==> src/rtl/keccak_sponge_ctrl_if.sv <==
// Absorb-bus and squeeze-stream signals between the sponge controller and its
// neighbours. The controller takes the master modport; the padder/sink take slave.
interface keccak_sponge_ctrl_if;
    logic        blk_valid;
    logic        blk_last;
    logic        blk_ready;
    logic [31:0] dout;
    logic        dout_valid;
    logic        dout_ready;
    logic        dout_last;

    modport master (
        input  blk_valid,
        input  blk_last,
        input  dout_ready,
        output blk_ready,
        output dout,
        output dout_valid,
        output dout_last
    );

    modport slave (
        output blk_valid,
        output blk_last,
        output dout_ready,
        input  blk_ready,
        input  dout,
        input  dout_valid,
        input  dout_last
    );
endinterface

==> src/rtl/keccak_sponge_ctrl.sv <==
// Keccak sponge sequencer: clears and absorbs padded rate blocks, schedules the
// 24-round permutation and squeezes the digest as flow-controlled 32-bit words,
// re-permuting whenever a rate block of output has been consumed.
module keccak_sponge_ctrl #(
    parameter int unsigned NUM_ROUNDS = 24,
    parameter int unsigned WORD_W     = 32
) (
    input  logic                       clk,
    input  logic                       rst_n,
    input  logic                       start_i,
    input  logic [2:0]                 cmode_i,
    input  logic [10:0]                d_i,
    input  logic [1599:0]              state_in_i,
    output logic                       st_clear_o,
    output logic                       st_absorb_o,
    output logic                       rnd_en_o,
    output logic [4:0]                 rnd_idx_o,
    output logic                       busy_o,
    output logic                       done_o,
    output logic                       err_o,
    keccak_sponge_ctrl_if.master       sponge_if
);

    localparam logic [2:0] StIdle    = 3'd0;
    localparam logic [2:0] StAbsorb  = 3'd1;
    localparam logic [2:0] StPermute = 3'd2;
    localparam logic [2:0] StSqueeze = 3'd3;
    localparam logic [2:0] StDone    = 3'd4;

    // Widest rate (SHAKE128) in 32-bit words; higher lanes are capacity.
    localparam int unsigned MaxRateWords = 42;
    localparam logic [4:0]  LastRound    = 5'(NUM_ROUNDS - 1);

    logic [2:0] state_q, state_d;
    logic [4:0] rnd_q, rnd_d;
    logic [5:0] wptr_q, wptr_d;
    logic [5:0] ocnt_q, ocnt_d;
    logic [5:0] rate_q, rate_d;
    logic [5:0] outw_q, outw_d;
    logic       last_q, last_d;
    logic       err_q, err_d;

    logic        mode_ok;
    logic [5:0]  rate_sel;
    logic [5:0]  outw_sel;
    logic        start_ok;
    logic        word_last;
    logic [WORD_W-1:0] lane_word;
    logic [WORD_W-1:0] dout_word;

    // Only the rate part of the state is ever squeezed; SHAKE length is in whole words.
    logic unused_in;
    assign unused_in = ^{state_in_i[1599:WORD_W*MaxRateWords], d_i[4:0]};

    // Mode table: rate and digest length in words for the requested cmode.
    always_comb begin
        mode_ok  = 1'b1;
        rate_sel = 6'd0;
        outw_sel = 6'd0;
        unique case (cmode_i)
            3'd0: begin rate_sel = 6'd36; outw_sel = 6'd7;     end
            3'd1: begin rate_sel = 6'd34; outw_sel = 6'd8;     end
            3'd2: begin rate_sel = 6'd26; outw_sel = 6'd12;    end
            3'd3: begin rate_sel = 6'd18; outw_sel = 6'd16;    end
            3'd4: begin rate_sel = 6'd42; outw_sel = d_i[10:5]; end
            3'd5: begin rate_sel = 6'd34; outw_sel = d_i[10:5]; end
            default: mode_ok = 1'b0;
        endcase
    end

    assign start_ok  = (state_q == StIdle) && start_i && mode_ok;
    assign word_last = (ocnt_q == outw_q - 6'd1);

    // Next-state and counter update for the sponge schedule.
    always_comb begin
        state_d = state_q;
        rnd_d   = rnd_q;
        wptr_d  = wptr_q;
        ocnt_d  = ocnt_q;
        rate_d  = rate_q;
        outw_d  = outw_q;
        last_d  = last_q;
        err_d   = 1'b0;
        unique case (state_q)
            StIdle: begin
                if (start_i) begin
                    if (mode_ok) begin
                        state_d = StAbsorb;
                        rate_d  = rate_sel;
                        outw_d  = outw_sel;
                        rnd_d   = 5'd0;
                        wptr_d  = 6'd0;
                        ocnt_d  = 6'd0;
                        last_d  = 1'b0;
                    end else begin
                        err_d = 1'b1;
                    end
                end
            end
            StAbsorb: begin
                if (sponge_if.blk_valid) begin
                    state_d = StPermute;
                    last_d  = sponge_if.blk_last;
                    rnd_d   = 5'd0;
                end
            end
            StPermute: begin
                if (rnd_q == LastRound) begin
                    rnd_d = 5'd0;
                    if (!last_q) begin
                        state_d = StAbsorb;
                    end else if (outw_q == 6'd0) begin
                        state_d = StDone;
                    end else begin
                        state_d = StSqueeze;
                        wptr_d  = 6'd0;
                    end
                end else begin
                    rnd_d = rnd_q + 5'd1;
                end
            end
            StSqueeze: begin
                if (sponge_if.dout_ready) begin
                    ocnt_d = ocnt_q + 6'd1;
                    wptr_d = wptr_q + 6'd1;
                    if (word_last) begin
                        state_d = StDone;
                    end else if (wptr_q == rate_q - 6'd1) begin
                        // Rate block exhausted: permute again, keep last_f set.
                        state_d = StPermute;
                        rnd_d   = 5'd0;
                    end
                end
            end
            StDone: begin
                state_d = StIdle;
            end
            default: begin
                state_d = StIdle;
            end
        endcase
    end

    // State registers; reset aborts any operation in flight.
    always_ff @(posedge clk or negedge rst_n) begin
        if (!rst_n) begin
            state_q <= StIdle;
            rnd_q   <= 5'd0;
            wptr_q  <= 6'd0;
            ocnt_q  <= 6'd0;
            rate_q  <= 6'd0;
            outw_q  <= 6'd0;
            last_q  <= 1'b0;
            err_q   <= 1'b0;
        end else begin
            state_q <= state_d;
            rnd_q   <= rnd_d;
            wptr_q  <= wptr_d;
            ocnt_q  <= ocnt_d;
            rate_q  <= rate_d;
            outw_q  <= outw_d;
            last_q  <= last_d;
            err_q   <= err_d;
        end
    end

    // Select the current 32-bit rate word.
    always_comb begin
        lane_word = '0;
        for (int i = 0; i < MaxRateWords; i++) begin
            if (wptr_q == 6'(i)) begin
                lane_word = state_in_i[WORD_W*i +: WORD_W];
            end
        end
    end

    // Byte 0 of the word goes out in the top byte.
    always_comb begin
        dout_word = {lane_word[7:0], lane_word[15:8], lane_word[23:16], lane_word[31:24]};
    end

    // Output decodes from the registered state; dout_ready never reaches dout_valid.
    always_comb begin
        st_clear_o           = rst_n && start_ok;
        st_absorb_o          = (state_q == StAbsorb) && sponge_if.blk_valid;
        rnd_en_o             = (state_q == StPermute);
        rnd_idx_o            = (state_q == StPermute) ? rnd_q : 5'd0;
        busy_o               = (state_q != StIdle);
        done_o               = (state_q == StDone);
        err_o                = err_q;
        sponge_if.blk_ready  = (state_q == StAbsorb);
        sponge_if.dout_valid = (state_q == StSqueeze);
        sponge_if.dout       = (state_q == StSqueeze) ? dout_word : '0;
        sponge_if.dout_last  = (state_q == StSqueeze) && word_last;
    end

endmodule

==> src/flat_wrapper.sv <==
// flat-port wrapper written by rule: the top's interface ports become plain ports
module keccak_sponge_ctrl_flat 
#(
    parameter int unsigned NUM_ROUNDS = 24,
    parameter int unsigned WORD_W     = 32
)
  (clk, rst_n, start_i, cmode_i, d_i, state_in_i, st_clear_o, st_absorb_o, rnd_en_o, rnd_idx_o, busy_o, done_o, err_o, sponge_if_blk_valid, sponge_if_blk_last, sponge_if_dout_ready, sponge_if_blk_ready, sponge_if_dout, sponge_if_dout_valid, sponge_if_dout_last);
  keccak_sponge_ctrl_if sponge_if_i ();
  input  logic clk;
  input  logic rst_n;
  input  logic start_i;
  input  logic [2:0] cmode_i;
  input  logic [10:0] d_i;
  input  logic [1599:0] state_in_i;
  output logic st_clear_o;
  output logic st_absorb_o;
  output logic rnd_en_o;
  output logic [4:0] rnd_idx_o;
  output logic busy_o;
  output logic done_o;
  output logic err_o;
  input wire logic [$bits(sponge_if_i.blk_valid)-1:0] sponge_if_blk_valid;
  input wire logic [$bits(sponge_if_i.blk_last)-1:0] sponge_if_blk_last;
  input wire logic [$bits(sponge_if_i.dout_ready)-1:0] sponge_if_dout_ready;
  output wire logic [$bits(sponge_if_i.blk_ready)-1:0] sponge_if_blk_ready;
  output wire logic [$bits(sponge_if_i.dout)-1:0] sponge_if_dout;
  output wire logic [$bits(sponge_if_i.dout_valid)-1:0] sponge_if_dout_valid;
  output wire logic [$bits(sponge_if_i.dout_last)-1:0] sponge_if_dout_last;
  assign sponge_if_i.blk_valid = sponge_if_blk_valid;
  assign sponge_if_i.blk_last = sponge_if_blk_last;
  assign sponge_if_i.dout_ready = sponge_if_dout_ready;
  assign sponge_if_blk_ready = sponge_if_i.blk_ready;
  assign sponge_if_dout = sponge_if_i.dout;
  assign sponge_if_dout_valid = sponge_if_i.dout_valid;
  assign sponge_if_dout_last = sponge_if_i.dout_last;
  keccak_sponge_ctrl #(.NUM_ROUNDS(NUM_ROUNDS), .WORD_W(WORD_W)) u_core (.clk(clk), .rst_n(rst_n), .start_i(start_i), .cmode_i(cmode_i), .d_i(d_i), .state_in_i(state_in_i), .st_clear_o(st_clear_o), .st_absorb_o(st_absorb_o), .rnd_en_o(rnd_en_o), .rnd_idx_o(rnd_idx_o), .busy_o(busy_o), .done_o(done_o), .err_o(err_o), .sponge_if(sponge_if_i));
endmodule
==> config.mk <==
export PLATFORM = sky130hd
export DESIGN_NAME = keccak_sponge_ctrl_flat
export DESIGN_NICKNAME = d
export VERILOG_FILES = /design/src/rtl/keccak_sponge_ctrl_if.sv /design/src/rtl/keccak_sponge_ctrl.sv /design/src/flat_wrapper.sv
export SDC_FILE = /design/constraint.sdc
export NUM_CORES = 1
export LEC_CHECK = 0
export ABC_AREA = 1
export CORE_AREA = 10 10 645 647
export DETAILED_ROUTE_END_ITERATION = 12
export DIE_AREA = 0 0 655 657
export GPL_ROUTABILITY_DRIVEN = 0
export MAX_ROUTING_LAYER = met4
export PLACE_DENSITY = 0.3
export SYNTH_ARGS = -nofsm -noshare
export SYNTH_HDL_FRONTEND = slang
export SYNTH_SLANG_ARGS = --single-unit
==> constraint.sdc <==
create_clock -name clk -period 4.8 [get_ports clk]
set_clock_uncertainty 0.15 [all_clocks]
set_input_delay 0.48 -clock clk [delete_from_list [all_inputs] [get_ports clk]]
set_output_delay 0.48 -clock clk [all_outputs]
set_load 0.02 [all_outputs]
==> run metrics, run 1 <==
status=complete, but fails checks; violated checks=negative setup slack; height of the die=657 um; Peak supply drop=0.2024 mV; post-synth top area share=31.72%; Root Buffer=clkbuf_16; initial antenna violation count=232; Setup TNS Final=-58640 ps; maxcap violations=0; Final Setup Violations=32; minimum clock period=6966 ps; CP Max Fanout=5; achievable frequency=0.1435 GHz; Final HPWL DP=297500 um; Clk network pwr share=1.7%; CP Class=flip-flop to output port; Initial Util=4.013%; share of layout cells above drive strength 1=33.80%; sw power=12.87 mW; num ports=1666; most frequent cells after synthesis=1364 x nand2_1, 473 x nand3_1, 283 x or2_2, 209 x a21oi_1, 209 x inv_1; Synth Area in Adders=0.6201%; most frequent cell after synthesis=nand2_1; Slowest cell on crit path=dfrtp_1; row count=233; first-pass GRT wire length=397500 um; largest net degree at the start of global routing=56; die area=430300 um^2; DIE WIDTH=655 um; Data required, critical path=4170 ps; average wire per standard cell=30.90 um; CP arrival=6340 ps; CP most frequent cell=nand2_2; area leader, netlist=nand2_1; Pleak=18.04 nW; Synth cell types=50; number of global-route vias before repair=33710; number of synthesized flops with an enable pin=0; post-synthesis xor/xnor area fraction=0.7053%; hold buffer count at cts=0; CTS H-tree depth=2; Cell Pwr Density=464.9 nW/um^2; worst slew pin tran=1096 ps; Seq/Total Area, Yosys=5.115%; gr usage total=14.65%; Yosys reg bits=33; post-synthesis cell area=16140 um^2; initial drt markers=2101; syn nets=4983; gr ovfl total=0; Pint=9.215 mW; Final Util=11.81%; post-placement setup slack=-3853 ps; RSZ-0062 raised after global routing=true; CTS buffer count=5; CP peak stage delay=410 ps; final worst-path cycle share=145.1%; WL final=325000 um; post-synthesis mux area share=0%; Post-Syn Instances=3355; DR vias=32380; top_reg_cell synth=dfrtp_1; async set or reset register ratio after synthesis=100.0%; HP Class=flip-flop to flip-flop; Area contributors post-synth=nand2_1 32%, nand3_1 15%, or2_2 11%; Final ANT Viol Nets=0; vias per inst=3.078; Max Slew Vio Count=0; clk buf depth=2; drt first pass iters=7; Mapped Avg Cell Area=4.812 um^2; critical path endpoint category=output port; power share of the combinational group=96.3%; Max-slew headroom=26.46%; final hold vios=0; residual DRC count=0; main combinational cell family by area after synthesis=simple AND/OR/NAND/NOR gates; clk slew on worst S/H paths=70 ps; complex-gate fraction of the synthesized area=15.74%; Final WS setup=-2166 ps; Nets=6754; Clk Latency, worst-skew pair=300 ps; CP startpoint kind=flip-flop; CTS tree=done; simple-gate share of the synthesized area=66.15%; YS warnings=0; clock sink total=33; Syn-to-layout area delta=194.3%; Reg power frac=2.0%; CORE AREA=402300 um^2; Sw Ratio=58.28%; port buffer count=1404
## layout by cell type (no fill, tap or decap), types with 6 or more instances in the layout
cell and n:
buf_8 7, inv_2 16, or2_2 282, inv_1 196, nor2_1 140, nor2_2 15
o221ai_2 6, nand2_4 114, buf_4 391, xor2_1 9, o21ai_2 18, nand4_1 58
diode_2 104, nand2_2 221, a21oi_1 166, o31ai_1 31, nand3_1 180, buf_12 134
nand2_1 1009, dfrtp_1 29, nand3_4 97, nand2_8 23, o211ai_1 50, o21ai_0 85
a31oi_1 7, nand3b_1 9, o21ai_1 10, buf_6 76, a21oi_2 32, a21oi_4 11
nor3_1 12, clkdlybuf4s50_1 1370, clkbuf_16 8, nand3_2 199, nor2_4 33
## cells by family after synthesis
kind of cell	count (synthesis)
simple gates	2407
compound gates	447
buf+inv	447
flops	33
xor+xnor	13
fa+ha+maj	8
## worst max-delay path, delay by kind of cell, from the launching register on
| family | cells | cell delay (ps) |
|---|---|---|
| buffers and inverters | 10 | 1520 |
| adder cells (fa/ha/maj) | 1 | 160 |
| flip-flops | 1 | 410 |
| AND/OR/NAND/NOR | 34 | 2910 |
| AO/OA/AOI/OAI | 5 | 920 |
## path summary, 6_finish.rpt
kind	startpoint	to	slack [ps]	cells past startpoint
setup / recovery	u_core.wptr_q[1]	sponge_if_dout[18]	-2170	50
hold / removal	u_core.ocnt_q[4]	u_core.ocnt_q[4]	390	1
setup reg to reg	u_core.wptr_q[0]	u_core.rnd_q[3]	1510	13
hold reg to reg	u_core.ocnt_q[4]	u_core.ocnt_q[4]	390	1
max in group asynchronous	rst_n	u_core.wptr_q[4]	3540	2
min in group asynchronous	rst_n	u_core.state_q[0]	560	2
## sequential cells by signal (all words and copies together), names as in the netlist
name and cells:
u_core.ocnt_q 6, u_core.outw_q 6, u_core.wptr_q 6, u_core.rate_q 5, u_core.rnd_q 5, u_core.state_q 3
u_core.err_o 1, u_core.last_q 1
## through the flow
stage               power, mW  hold WS [ps]  instance area [um^2]  std cells
finish                  22.09         388.6                 47510      10520
global placement        18.82         358.5                 41940      10370
detailed placement      18.73         368.7                 41940      10370
floorplan               5.292         34.41                 16140       3355
global route            23.60         398.4                 47480      10500
CTS                     21.17         380.1                 44640      10400
## metal layers
| metal | track usage, % | share of wire, % |
|---|---|---|
| met1 | 15.51 | 38 |
| met2 | 27.48 | 53 |
| met3 | 3.846 | 6.3 |
| met4 | 2.408 | 2.6 |
| met5 | - | 0 |
## timing repair
action,4_1_cts,5_1_grt
pin swaps,231,469
setup endpoints to repair,32,32
buffers inserted,31,36
gates resized for setup,683,598
gates cloned,4,2
## final cells by class
cell class	count	area (um^2)
Antenna cell	104	260.3
Clock inverter	2	13.76
Inverter	222	858.3
Multi-Input combinational cell	2875	18250
Timing Repair Buffer	1989	20550
Tap cell	5287	6615
Clock buffer	6	138.9
Fill cell	46980	354800
Sequential cell	33	830.8
## power by group through the flow
stage	clock network [mW]	logic [mW]	registers [mW]
2_1_floorplan	0	4.88	0.414
5_1_grt	0.391	22.8	0.453
4_1_cts	0.377	20.3	0.444
3_5_place_dp	0	18.3	0.441
6_report	0.365	21.3	0.443
3_3_place_gp	0	18.4	0.439
Note: power is estimated with default switching activity, not from simulation.
==> inputs of run 2 (changes only) <==
- ABC_AREA: 1 -> default
- CORE_AREA: 10 10 645 647 -> 10 10 642 644
- DIE_AREA: 0 0 655 657 -> 0 0 652 654
- clock period: 4.8 -> 6.1 ns (I/O delays scaled with it)
==> run 2 against run 1 <==
  * The flow now finishes without violations
  * Total power down 62%
  * Setup slack better by 2200 ps
  * Synthesized cell count down 35%
  * Critical path type unchanged
==> run metrics, run 2 <==
CP Max Fanout=24; most frequent cell after synthesis=nor2_1; share of layout cells above drive strength 1=17.03%; post-synthesis xor/xnor area fraction=1.193%; Max-slew headroom=13.21%; status=completed; post-synthesis cell area=14690 um^2; clk slew on worst S/H paths=70 ps; achievable frequency=0.1652 GHz; final hold vios=0; number of global-route vias before repair=30620; post-synth top area share=8.171%; CORE AREA=398600 um^2; Cell Pwr Density=211.6 nW/um^2; Final WS setup=47.63 ps; postcts setup bufs=0; clock sink total=33; CTS H-tree depth=2; initial drt markers=3219; Final Util=9.827%; CP startpoint kind=flip-flop; most frequent cells in the layout=1372 x clkdlybuf4s50_1, 453 x buf_4, 169 x nor2_1, 169 x nand2_1, 159 x o21ai_0; RR Startpoint=u_core.wptr_q[4]; Final HPWL DP=394200 um; port buffer count=1404; Area contributors post-synth=a221oi_1 8.2%, dfrtp_1 5.6%, o21ai_0 5.5%; gr usage total=19.60%; critical path endpoint category=output port; async set or reset register ratio after synthesis=100.0%; Synth cell types=108; final worst-path cycle share=99.22%; gr ovfl total=0; worst slew pin tran=1302 ps; R2R Setup Slk=2990 ps; Syn-to-layout area delta=166.7%; Pleak=12.50 nW; syn nets=3817; CTS tree=done; DIE WIDTH=652 um; height of the die=654 um; Hold Worst Slack=368.3 ps; residual DRC count=0; Peak supply drop=0.1391 mV; drt first pass iters=5; Hold Startpoint=u_core.rnd_q[3]; minimum clock period=6052 ps; largest net degree at the start of global routing=34; Seq/Total Area, Yosys=5.623%; Max Slew Vio Count=0; DR vias=31350; Worst R2R Path Depth=7; die area=426400 um^2; clk buf depth=2; Worst R2R End=u_core.rnd_q[2]; vias per inst=3.347; num ports=1666; most frequent cells after synthesis=185 x nor2_1, 169 x nand2_1, 161 x o21ai_0, 157 x a21oi_1, 137 x a221oi_1; Mapped Avg Cell Area=6.709 um^2; CTS buffer count=5; complex-gate fraction of the synthesized area=55.60%; CP Class=flip-flop to output port; Final ANT Viol Nets=0; Post-Syn Instances=2189; maxcap violations=0; row count=232; YS warnings=0; Worst Setup SP=u_core.wptr_q[0]; first-pass GRT wire length=499500 um; Final Setup Violations=0; Initial Util=3.685%; CP arrival=5290 ps; WL final=430300 um; Largest regs=u_core.ocnt_q (6), u_core.outw_q (6), u_core.wptr_q (6); hold path depth=1; Clk Latency, worst-skew pair=310 ps; Data required, critical path=5340 ps; post-synthesis mux area share=0.5368%; Setup TNS Final=0 ps; top_reg_cell synth=dfrtp_1; Yosys reg bits=33; number of synthesized flops with an enable pin=0; Nets=5486; fill cell count=46380; HP Class=flip-flop to flip-flop; average wire per standard cell=45.94 um; initial antenna violation count=422; Synth Area in Adders=0.6816%; RSZ-0062 raised after global routing=false; main combinational cell family by area after synthesis=compound AO/OA/AOI/OAI gates; post-placement setup slack=-330.9 ps; simple-gate share of the synthesized area=28.53%; most common cell after layout, fill and taps aside=clkdlybuf4s50_1; Worst Hold End=u_core.rnd_q[3]; Root Buffer=clkbuf_16; area leader, netlist=a221oi_1
[run 2: layer usage]
| metal | wire length (um) | vias to the layer above | GRT usage (%) | share of wire [%] |
|---|---|---|---|---|
| met5 | 0 | - | - | 0 |
| met4 | 10560 | 0 | 3.287 | 2.5 |
| met3 | 44540 | 343 | 7.675 | 10 |
| met2 | 200600 | 2161 | 32.11 | 47 |
| met1 | 174600 | 16030 | 22.99 | 41 |
| li1 | - | 12820 | - | - |
[run 2: worst max-delay path, cell delays in order (launching register included)]
cell and delay [ps]:
dfrtp_1 490, inv_1 150, ha_2 290, buf_12 270
nand2b_2 450, nor2_2 610, buf_4 290, a221oi_1 110
and3_1 310, a221oi_1 1030, buf_4 310, o2111ai_1 120
o211ai_1 300, buf_12 170
[run 2: through the flow]
| step | instances | total power [mW] | instance area, um^2 |
|---|---|---|---|
| floorplan | 2189 | 2.220 | 14690 |
| global placement | 9113 | 8.159 | 38320 |
| detailed placement | 9114 | 8.158 | 38340 |
| CTS | 9123 | 8.531 | 38550 |
| global route | 9330 | 8.515 | 39080 |
| finish | 9365 | 8.288 | 39170 |
[run 2: cell type report]
cell class	count	area, um^2	share of cell area (%)
well taps	5265	6588	16.82
clock buffers	5	125.1	0.3195
inverters	20	75.07	0.1917
repair buffers	1865	17910	45.72
flip-flops and latches	33	830.8	2.121
multi-input cells	1933	13020	33.24
clock inverters	3	17.52	0.04473
diodes	241	603.1	1.540
[run 2: cell families (layout without fill, tap and decap cells)]
logic type      count (synthesis)  count (layout)
buf+inv                       224            1893
other cells                     0             241
simple gates                  778             779
xor+xnor                       20              20
mux                             7               7
compound gates               1119            1119
flops                          33              33
fa+ha+maj                       8               8
[run 2: worst max-delay path by stage]
| stage | slack [ps] | end | depth (start not counted) |
|---|---|---|---|
| floorplan | 2430 | sponge_if_dout[1] | 10 |
| global placement | -970 | sponge_if_dout[15] | 10 |
| detailed placement | -330 | sponge_if_dout[15] | 10 |
| CTS | 20 | sponge_if_dout[17] | 11 |
| global route | 20 | sponge_if_dout[7] | 13 |
| finish | 50 | sponge_if_dout[5] | 13 |
[run 2: power by group]
part	leakage [nW]	total [mW]	internal, mW	switching (mW)
logic	12.0	7.61	2.74	4.87
clock network	0.0711	0.286	0.151	0.135
registers	0.422	0.390	0.286	0.104
total	12.5	8.29	3.18	5.11
[run 2: what timing repair did]
item                       CTS  global route
gates cloned                 1             0
resized for setup           14             1
hold buffers                 0             0
setup endpoints to repair   10             1
pin swaps                    2             0
